===== config.mk =====
export PLATFORM = sky130hd
export DESIGN_NAME = irq_ctrl
export DESIGN_NICKNAME = d
export VERILOG_FILES = /design/src/rtl/irq_ctrl.sv
export SDC_FILE = /design/constraint.sdc
export NUM_CORES = 1
export LEC_CHECK = 0
export BUFFER_PORTS_ARGS = -buffer_cell sky130_fd_sc_hd__buf_2
export CORE_MARGIN = 2
export CORE_UTILIZATION = 50
export CTS_CLUSTER_SIZE = 40
export DETAILED_ROUTE_END_ITERATION = 6
export PLACE_DENSITY_LB_ADDON = 0.05
export RECOVER_POWER = 100
export REMOVE_ABC_BUFFERS = 1
export SLEW_MARGIN = 10
export SYNTH_ARGS = -nofsm -noshare
export SYNTH_HDL_FRONTEND = slang
export SYNTH_SLANG_ARGS = --single-unit

===== constraint.sdc =====
create_clock -name clk -period 2.2 [get_ports clk]
set_input_delay 0.33 -clock clk [delete_from_list [all_inputs] [get_ports clk]]
set_output_delay 0.33 -clock clk [all_outputs]
set_load 0.05 [all_outputs]

===== src/rtl/irq_ctrl.sv =====
// irq_ctrl: edge-capturing interrupt controller with a software mask,
// highest-index-wins selection, and a req/ack/eoi handshake to the CPU.
// Only one interrupt is in service at a time.
//
// state     | meaning
// ----------+--------------------------------------------------------------
// S_IDLE    | nothing presented; latch the best unmasked pending source
// S_REQ     | irq_req high, irq_id frozen until ack or withdraw-by-mask
// S_SERVICE | CPU is servicing irq_id; wait for eoi
module irq_ctrl #(
  parameter int ID_W = 4
) (
  input  logic                 clk,
  input  logic                 rst_n,
  input  logic [2**ID_W-1:0]   irq_src_i,
  input  logic                 mask_we_i,
  input  logic [2**ID_W-1:0]   mask_din_i,
  input  logic                 irq_ack_i,
  input  logic                 eoi_i,
  output logic                 irq_req_o,
  output logic [ID_W-1:0]      irq_id_o,
  output logic                 in_service_o,
  output logic [2**ID_W-1:0]   pending_o,
  output logic [2**ID_W-1:0]   mask_o
);

  localparam int N = 2**ID_W;

  typedef enum logic [1:0] {
    S_IDLE    = 2'd0,
    S_REQ     = 2'd1,
    S_SERVICE = 2'd2
  } state_t;

  state_t          state_q;
  logic [N-1:0]    src_q;
  logic [N-1:0]    pending_q, pending_d;
  logic [N-1:0]    mask_q, mask_d;
  logic [ID_W-1:0] irq_id_q;
  logic            irq_req_q;
  logic            in_service_q;

  logic [N-1:0]    rise;
  logic [N-1:0]    clr;
  logic [N-1:0]    act;
  logic [ID_W-1:0] sel_id;
  logic            sel_v;
  logic            ack_ok;

  // Edge detect, pending update (a new rise beats a same-cycle clear), mask load
  always_comb begin
    rise      = irq_src_i & ~src_q;
    ack_ok    = (state_q == S_REQ) && irq_ack_i;
    clr       = '0;
    if (ack_ok) clr[irq_id_q] = 1'b1;
    pending_d = (pending_q & ~clr) | rise;
    mask_d    = mask_we_i ? mask_din_i : mask_q;
  end

  // Priority select: the highest set bit of the enabled pending vector wins
  always_comb begin
    act    = pending_q & mask_q;
    sel_v  = |act;
    sel_id = '0;
    for (int i = 0; i < N; i++) begin
      if (act[i]) sel_id = ID_W'(i);
    end
  end

  // Source history, pending and mask registers
  always_ff @(posedge clk or negedge rst_n) begin
    if (!rst_n) begin
      src_q     <= '0;
      pending_q <= '0;
      mask_q    <= '0;
    end else begin
      src_q     <= irq_src_i;
      pending_q <= pending_d;
      mask_q    <= mask_d;
    end
  end

  // Handshake FSM with registered Moore outputs
  always_ff @(posedge clk or negedge rst_n) begin
    if (!rst_n) begin
      state_q      <= S_IDLE;
      irq_id_q     <= '0;
      irq_req_q    <= 1'b0;
      in_service_q <= 1'b0;
    end else begin
      case (state_q)
        S_IDLE: begin
          if (sel_v) begin
            state_q   <= S_REQ;
            irq_id_q  <= sel_id;
            irq_req_q <= 1'b1;
          end
        end
        S_REQ: begin
          // ack takes precedence over a mask-driven withdraw
          if (irq_ack_i) begin
            state_q      <= S_SERVICE;
            irq_req_q    <= 1'b0;
            in_service_q <= 1'b1;
          end else if (!act[irq_id_q]) begin
            state_q   <= S_IDLE;
            irq_req_q <= 1'b0;
          end
        end
        S_SERVICE: begin
          if (eoi_i) begin
            state_q      <= S_IDLE;
            in_service_q <= 1'b0;
          end
        end
        default: begin
          state_q      <= S_IDLE;
          irq_req_q    <= 1'b0;
          in_service_q <= 1'b0;
        end
      endcase
    end
  end

  assign irq_req_o    = irq_req_q;
  assign irq_id_o     = irq_id_q;
  assign in_service_o = in_service_q;
  assign pending_o    = pending_q;
  assign mask_o       = mask_q;

endmodule

==> summary.md, run 1 <==
| Metric | Value |
|---|---|
| WP data required | 2.40 ns |
| WP buf/inv | 1 |
| Post-Syn Instances | 212 |
| Max cap viols | 0 |
| Die area | around 0.0053 mm^2 |
| CTS Buf Count | 5 |
| Cell chain of the critical path | a22oi_1, nand2_1, or3_1, o21ai_2, clkbuf_1, a21bo_1 |
| Grt total ovfl | 0 |
| NumNets Final | between 300 and 400 |
| Hold Path Origin | irq_src_i[8] |
| CTS Sinks | between 50 and 60 |
| Post-synth ARST share | 100% |
| Setup repair after global routing missed its margin | false |
| Vias per inst | around 5.5 |
| DIE WIDTH | approximately 73 um |
| Crit path kind | flip-flop to flip-flop |
| Sequential cell area fraction in the yosys report | between 50% and 60% |
| Ys Warns | 0 |
| Gr usage total | a little under a quarter |
| Max layer used | met4 |
| Max incr delay on CP | around 0.44 ns |
| Post-synth EDFFs | 0 |
| Initial antenna violation count | 0 |
| Ranking of synthesized cells by area | dfrtp_1 59%, mux2_2 8.0%, o21ai_0 6.3% |
| First-pass DRT Iterations | 5 |
| Critical path startpoint | pending_o[15] |
| Setup_tns | 0 ns |
| Unique masters post-synth | 34 |
| Metal2 WL | 2610 um |
| Site Rows | 25 |
| # IOs | 75 |
| Min cycle time layout | around 2 ns |
| Sequential share of power | between 40 and 50% |
| Top-count cell post-synth | dfrtp_1 |
| Leakage | roughly 1.3 nW |
| Share of layout cells above drive strength 1 | about a fifth |
| Wirelength, routed | 5650 um |
| Crit Path Max Fanout | 5 |
| Worst slew pin tran | around 1.0 ns |
| Placed Instances | around 340 |
| Number of global-route vias before repair | around 1.9k |
| Post-synth top area share | between 50 and 60% |
| Main flop type after synthesis | dfrtp_1 |
| Max Slew Vio Count | 0 |
| Hold crit path type | input pin to flip-flop |
| Relative slew slack | a little under a third |
| Worst R2R Start | pending_o[15] |
| HPWL Detailed | approximately 4300 um |
| Final worst clock skew | approximately 0.01 ns |
| Layout Cells excl Fill | 347 |
| Pwr per Cell Area | between 1000 and 1500 mW/mm^2 |
| Int Power | roughly 1.8 mW |
| Status | finished clean |
| Critical path capture point type | flip-flop |
| Comb pwr share | a little under two fifths |
| Via count | 1922 |
| Switch Pwr | between 1 and 1.5 mW |
| Routed met3 length | roughly 340 um |
| Final hold vios | 0 |
| Sw frac | approximately 45% |
| CTS max path bufs | 2 |
| Antenna Nets Post-Route | 0 |
| Cell Area, Synth | 0.00238 mm^2 |
| Initial DRC count | between 100 and 150 |
| Syn Area/Cell | between 10 and 15 um^2 |
| Met1 wire length | around 2600 um |
| DR DRC count | 0 |
| Starting Density | between 50% and 60% |
| Post-CTS setup buffers | 0 |
| CTS H-tree lvls | 2 |
| Crit share post-route | 88.7% |
| Port bufs | 74 |
| GP Congestion | a little over 0.8 |
| FF+latch area | 0.00140 mm^2 |
| Worst ir drop on vdd | approximately 470 uV |
| Die Span Y | around 73 um |
| Register bit total from synthesis | between 50 and 60 |
| TritonCTS clock tree | yes |
| Area grow syn2layout | 19.7% |
| Crit path max-delay family | compound AO/OA/AOI/OAI gates |
| Antenna Cells | 0 |
| Routed len/inst | between 15 and 20 um |
| Synth cell count leaders | 56 x dfrtp_1, 30 x o21ai_0, 25 x nand2_1, 20 x inv_1, 17 x mux2_2 |
| Startpoint type of the worst setup path | flip-flop |
| Filler Cell Count | approximately 430 |
| First-pass GRT wire length | 9210 um |
| Clock network power share | approximately 18% |
| Largest area contributor in the netlist | dfrtp_1 |
| Clock latency on the worst-skew pair | slightly above 0.3 ns |
| Worst endpoint data arrival time | about 2.2 ns |
| Area occupied by multi-input gates | 865 um^2 |
| Core area | around 0.0047 mm^2 |
| Setup violations, final | 0 |
| Largest net degree at the start of global routing | 31 |
| Root Buffer | clkbuf_8 |
| Reg clk slew, reported paths | ~0.11 ns |
| Slowest CP cell | dfrtp_1 |
| Max Clk Rate | 513 MHz |
## cell type report
cell class | instances | area share, %
clock buffers | 6 | 2.54
clock inverters | 2 | 0.570
inverters | 21 | 2.85
multi-input cells | 130 | 30.3
flip-flops and latches | 56 | 49.1
well taps | 54 | 2.37
repair buffers | 78 | 12.3
## power groups by stage
stage                     registers, mW  clock network (mW)  logic (mW)
after floorplan                    1.82                   0       0.493
after global placement             1.41                   0        1.28
after detailed placement           1.42                   0        1.29
after CTS                          1.40               0.580        1.29
after global routing               1.44               0.628        1.32
final                              1.41               0.573        1.24
## final timing paths
kind | end | slack (ns) | depth (start not counted)
worst max-delay path | state_q[0] | 0.25 | 6
worst min-delay path | src_q[8] | 0.12 | 1
worst max register to register | state_q[0] | 0.25 | 6
worst min register to register | pending_o[5] | 0.42 | 1
max in group asynchronous | irq_id_o[1] | 0.43 | 3
min in group asynchronous | mask_o[12] | 0.72 | 2
## layout by cell type, fill, tap and decap left out, types with 2 or more instances in the layout
cell        n
a21boi_0    2
nand2_1    25
a21oi_1     5
o31ai_1     4
mux2i_1     2
dfrtp_1    56
clkbuf_8    5
o2111ai_1   4
nor2_1      6
a22oi_1     4
mux4_2      2
o21ai_0    31
mux2_2     17
buf_2      29
inv_1      20
clkbuf_1   48
a22o_1      4
nand3_1     8
## per-layer routing
layer	vias to the layer above	GRT usage [%]
met3	12	4.97
met5	-	0
met1	919	31.5
met2	81	34.9
met4	0	9.88
li1	910	-
## repair_timing
item | CTS | global route
hold buffers | 1 | 0
gates resized for setup | 0 | 0
hold endpoints to repair | 16 | 0
## registers in the layout, indices dropped and copies added, names as in the netlist
register,count
in_service_o,1
irq_id_o,4
irq_req_o,1
mask_o,16
pending_o,16
src_q,16
state_q,2
## kinds of logic (layout without fill, tap and decap cells)
| family | Yosys count | after routing | share of synthesized area [%] |
|---|---|---|---|
| compound gates | 64 | 64 | 17.3 |
| buf+inv | 26 | 107 | 4.83 |
| flops | 56 | 56 | 58.8 |
| mux | 21 | 21 | 10.8 |
| simple gates | 45 | 45 | 8.34 |
## metrics by stage
| step | utilization [%] | hold WS [ns] | total power [mW] | worst slack, ns | area [um^2] |
|---|---|---|---|---|---|
| CTS | 62.7 | 0.119 | 3.27 | 0.346 | 2920 |
| global route | 61.3 | 0.111 | 3.39 | 0.139 | 2860 |
| global placement | 60.6 | 0.288 | 2.70 | 0.396 | 2820 |
| detailed placement | 60.6 | 0.290 | 2.71 | 0.365 | 2820 |
| finish | 61.3 | 0.124 | 3.22 | 0.249 | 2860 |
| floorplan | - | 0.0344 | 2.31 | 0.128 | 2350 |
Note: power is estimated with default switching activity, not from simulation.
==> inputs of run 2 (changes only) <==
Settings changed: BUFFER_PORTS_ARGS -buffer_cell sky130_fd_sc_hd__buf_2 to unset, CORE_UTILIZATION 50 to 62, DONT_BUFFER_PORTS set to 1.
==> run 2 against run 1 <==
Compared with the run above:
- sequential power about the same
- largest cell class unchanged
- die area is 18% lower
- sequential share of layout area is 3.7 points higher
- via count fell by 4.5%
- clock power is 2% lower
- cell area fell by 6.9%
- global-route usage is 7.6 points higher
- clock skew down 0.0019 ns
- cell count decreased by 13%
- setup slack lost 0.060 ns
- sequential cell count is the same
==> summary.md, run 2 (synthesized netlist as in run 1, its figures left out) <==
| Metric | Value |
|---|---|
| Status | finished clean (unchanged) |
| Final worst slack | 0.189 ns (was 0.249 ns) |
| WP data required | 2.46 ns (was 2.40 ns) |
| Vias per inst | 6.10 (was 5.54) |
| Worst-case reg-to-reg path depth | 5 (was 6) |
| Antenna Cells | 0 (unchanged) |
| Gr usage total | 30.5% (was 22.9%) |
| Largest net degree at the start of global routing | 57 (was 31) |
| Port bufs | 0 (was 74) |
| Max incr delay on CP | 0.70 ns (was 0.44 ns) |
| DIE WIDTH | 66.0 um (was 73.1 um) |
| Crit Path Max Fanout | 8 (was 5) |
| Max cap viols | 0 (unchanged) |
| Post-place setup slack | 0.313 ns (was 0.365 ns) |
| Clock network power share | 17.6% (was 17.8%) |
| Clock latency on the worst-skew pair | 0.32 ns (was 0.31 ns) |
| CTS Sinks | 56 (unchanged) |
| Final hold vios | 0 (unchanged) |
| HPWL Detailed | 4630 um (was 4260 um) |
| Setup_tns | 0 ns (unchanged) |
| Setup violations, final | 0 (unchanged) |
| R2R Path End | irq_req_o (was state_q[0]) |
| CTS H-tree lvls | 2 (unchanged) |
| First-pass GRT wire length | 9490 um (was 9210 um) |
| Switch Pwr | 1.45 mW (about the same) |
| Pwr per Cell Area | 1210 mW/mm^2 (was 1130 mW/mm^2) |
| Most frequent cells in the layout | 56 x dfrtp_1, 35 x clkbuf_1, 30 x o21ai_0, 25 x nand2_1, 20 x inv_1 (was 56 x dfrtp_1, 48 x clkbuf_1, 31 x o21ai_0, 29 x buf_2, 25 x nand2_1) |
| Filler Cell Count | 310 (was 429) |
| # resized after CTS | 0 (unchanged) |
| WHS Endpoint | src_q[14] (was src_q[8]) |
| Die Span Y | 66.0 um (was 73.1 um) |
| Cell chain of the critical path | clkbuf_1, nor2_1, a221o_1, o31a_1, o21ai_2 (was a22oi_1, nand2_1, or3_1, o21ai_2, clkbuf_1, a21bo_1) |
| WP buf/inv | 1 (unchanged) |
| Grt total ovfl | 0 (unchanged) |
| Root Buffer | clkbuf_8 (unchanged) |
| Routed len/inst | 20.0 um (was 16.3 um) |
| Most common cell after layout, fill and taps aside | dfrtp_1 (unchanged) |
| Setup repair after global routing missed its margin | false (unchanged) |
| Site Rows | 22 (was 25) |
| CTS max path bufs | 2 (unchanged) |
| Max Slew Vio Count | 0 (unchanged) |
| # IOs | 75 (unchanged) |
| Antenna Nets Post-Route | 0 (unchanged) |
| Placement-stage cell area | 0.00268 mm^2 (was 0.00282 mm^2) |
| Via count | 1835 (was 1922) |
| Core area | 0.00369 mm^2 (was 0.00466 mm^2) |
| Worst endpoint data arrival time | 2.27 ns (was 2.16 ns) |
| Starting Density | 64.7% (was 51.2%) |
| Relative slew slack | 11.0% (was 31.5%) |
| Worst R2R Start | irq_id_o[3] (was pending_o[15]) |
| Hold Path Origin | irq_src_i[14] (was irq_src_i[8]) |
| Max Clk Rate | 497 MHz (was 513 MHz) |
| Slowest CP cell | clkbuf_1 (was dfrtp_1) |
| Crit path max-delay family | compound AO/OA/AOI/OAI gates (unchanged) |
| Comb pwr share | 39.4% (was 38.4%) |
| Reg clk slew, reported paths | 0.10 ns (was 0.11 ns) |
| NumNets Final | 289 (was 329) |
| Initial DRC count | 127 (was 136) |
| Startpoint type of the worst setup path | flip-flop (unchanged) |
| Crit share post-route | 91.4% (was 88.7%) |
| R2r setup slk | 0.19 ns (was 0.25 ns) |
| Fin area | 0.00266 mm^2 (was 0.00286 mm^2) |
| Min cycle time layout | 2.01 ns (was 1.95 ns) |
| Initial antenna violation count | 0 (unchanged) |
| Hold depth | 0 (was 1) |
| Int Power | 1.76 mW (was 1.77 mW) |
| Sequential share of power | 43.0% (was 43.8%) |
| First-pass DRT Iterations | 4 (was 5) |
| Crit path kind | flip-flop to flip-flop (unchanged) |
| Critical path capture point type | flip-flop (unchanged) |
| DR DRC count | 0 (unchanged) |
| GP Congestion | 0.921 (was 0.831) |
| Area grow syn2layout | 11.4% (was 19.7%) |
| Number of global-route vias before repair | 1912 (was 1866) |
| Final worst clock skew | 0.00818 ns (was 0.0101 ns) |
| WHS | 0.0303 ns (was 0.124 ns) |
| Wirelength, routed | 6030 um (was 5650 um) |
| TritonCTS clock tree | yes (unchanged) |
| Worst ir drop on vdd | 690 uV (was 466 uV) |
| Leakage | 1.15 nW (was 1.27 nW) |
| Die area | 0.00436 mm^2 (was 0.00534 mm^2) |
| Worst slew pin tran | 1.33 ns (was 1.03 ns) |
| CTS Buf Count | 5 (unchanged) |
| Hold crit path type | input pin to flip-flop (unchanged) |
| Share of layout cells above drive strength 1 | 13.4% (was 20.5%) |
| Sw frac | 45.2% (was 45.0%) |
==> run 2: worst max path at each step <==
stage	from	endpoint	slack, ns	cells past startpoint
after floorplan	irq_id_o[0]	irq_req_o	0.13	4
after global placement	mask_o[13]	irq_id_o[0]	0.36	5
after detailed placement	pending_o[15]	irq_id_o[0]	0.31	5
after CTS	pending_o[15]	irq_id_o[0]	0.27	5
after global routing	pending_o[6]	irq_req_o	0.10	6
final	irq_id_o[3]	irq_req_o	0.19	5
==> run 2: timing repair <==
action | in CTS | in global routing
hold buffers | 2 | 0
endpoints found under the hold margin | 56 | 0
setup buffers | 0 | 0
==> run 2: per-layer routing <==
metal | share of wire [%] | global-route usage (%) | vias to the layer above | wire length (um)
met5 | 0 | 0 | - | 0
met4 | 2.5 | 13.3 | 0 | 150
met3 | 7.5 | 8.69 | 18 | 455
met2 | 50 | 50.5 | 76 | 3020
met1 | 40 | 37.4 | 912 | 2400
li1 | - | - | 829 | -
==> run 2: stage by stage <==
step	instances	power [mW]	utilization, %
CTS	301	3.29	76.1
finish	301	3.20	72.0
floorplan	207	2.31	-
detailed placement	291	2.71	72.7
global route	301	3.36	72.0
global placement	291	2.68	72.7
==> run 2: cell type report <==
class	instances	area, um^2	area share, %
sequential	56	1400	52.7
multi-input combinational	130	868	32.7
clock buffer	6	72.6	2.73
timing repair buffer	38	158	5.93
tap	48	60.1	2.26
clock inverter	2	16.3	0.612
inverter	21	81.3	3.06
==> run 2: power groups by stage <==
stage                     Combinational (mW)  Clock [mW]  Sequential [mW]
after floorplan                        0.493           0             1.82
after global placement                  1.30           0             1.38
after detailed placement                1.31           0             1.40
after CTS                               1.35       0.568             1.38
after global routing                    1.35       0.609             1.40
final                                   1.26       0.564             1.38
==> run 2: worst reg2reg max path, cell delays in order (launching register included) <==
cell,delay (ns)
dfrtp_1,0.36
clkbuf_1,0.71
nor2_1,0.14
a221o_1,0.39
o31a_1,0.26
o21ai_2,0.10
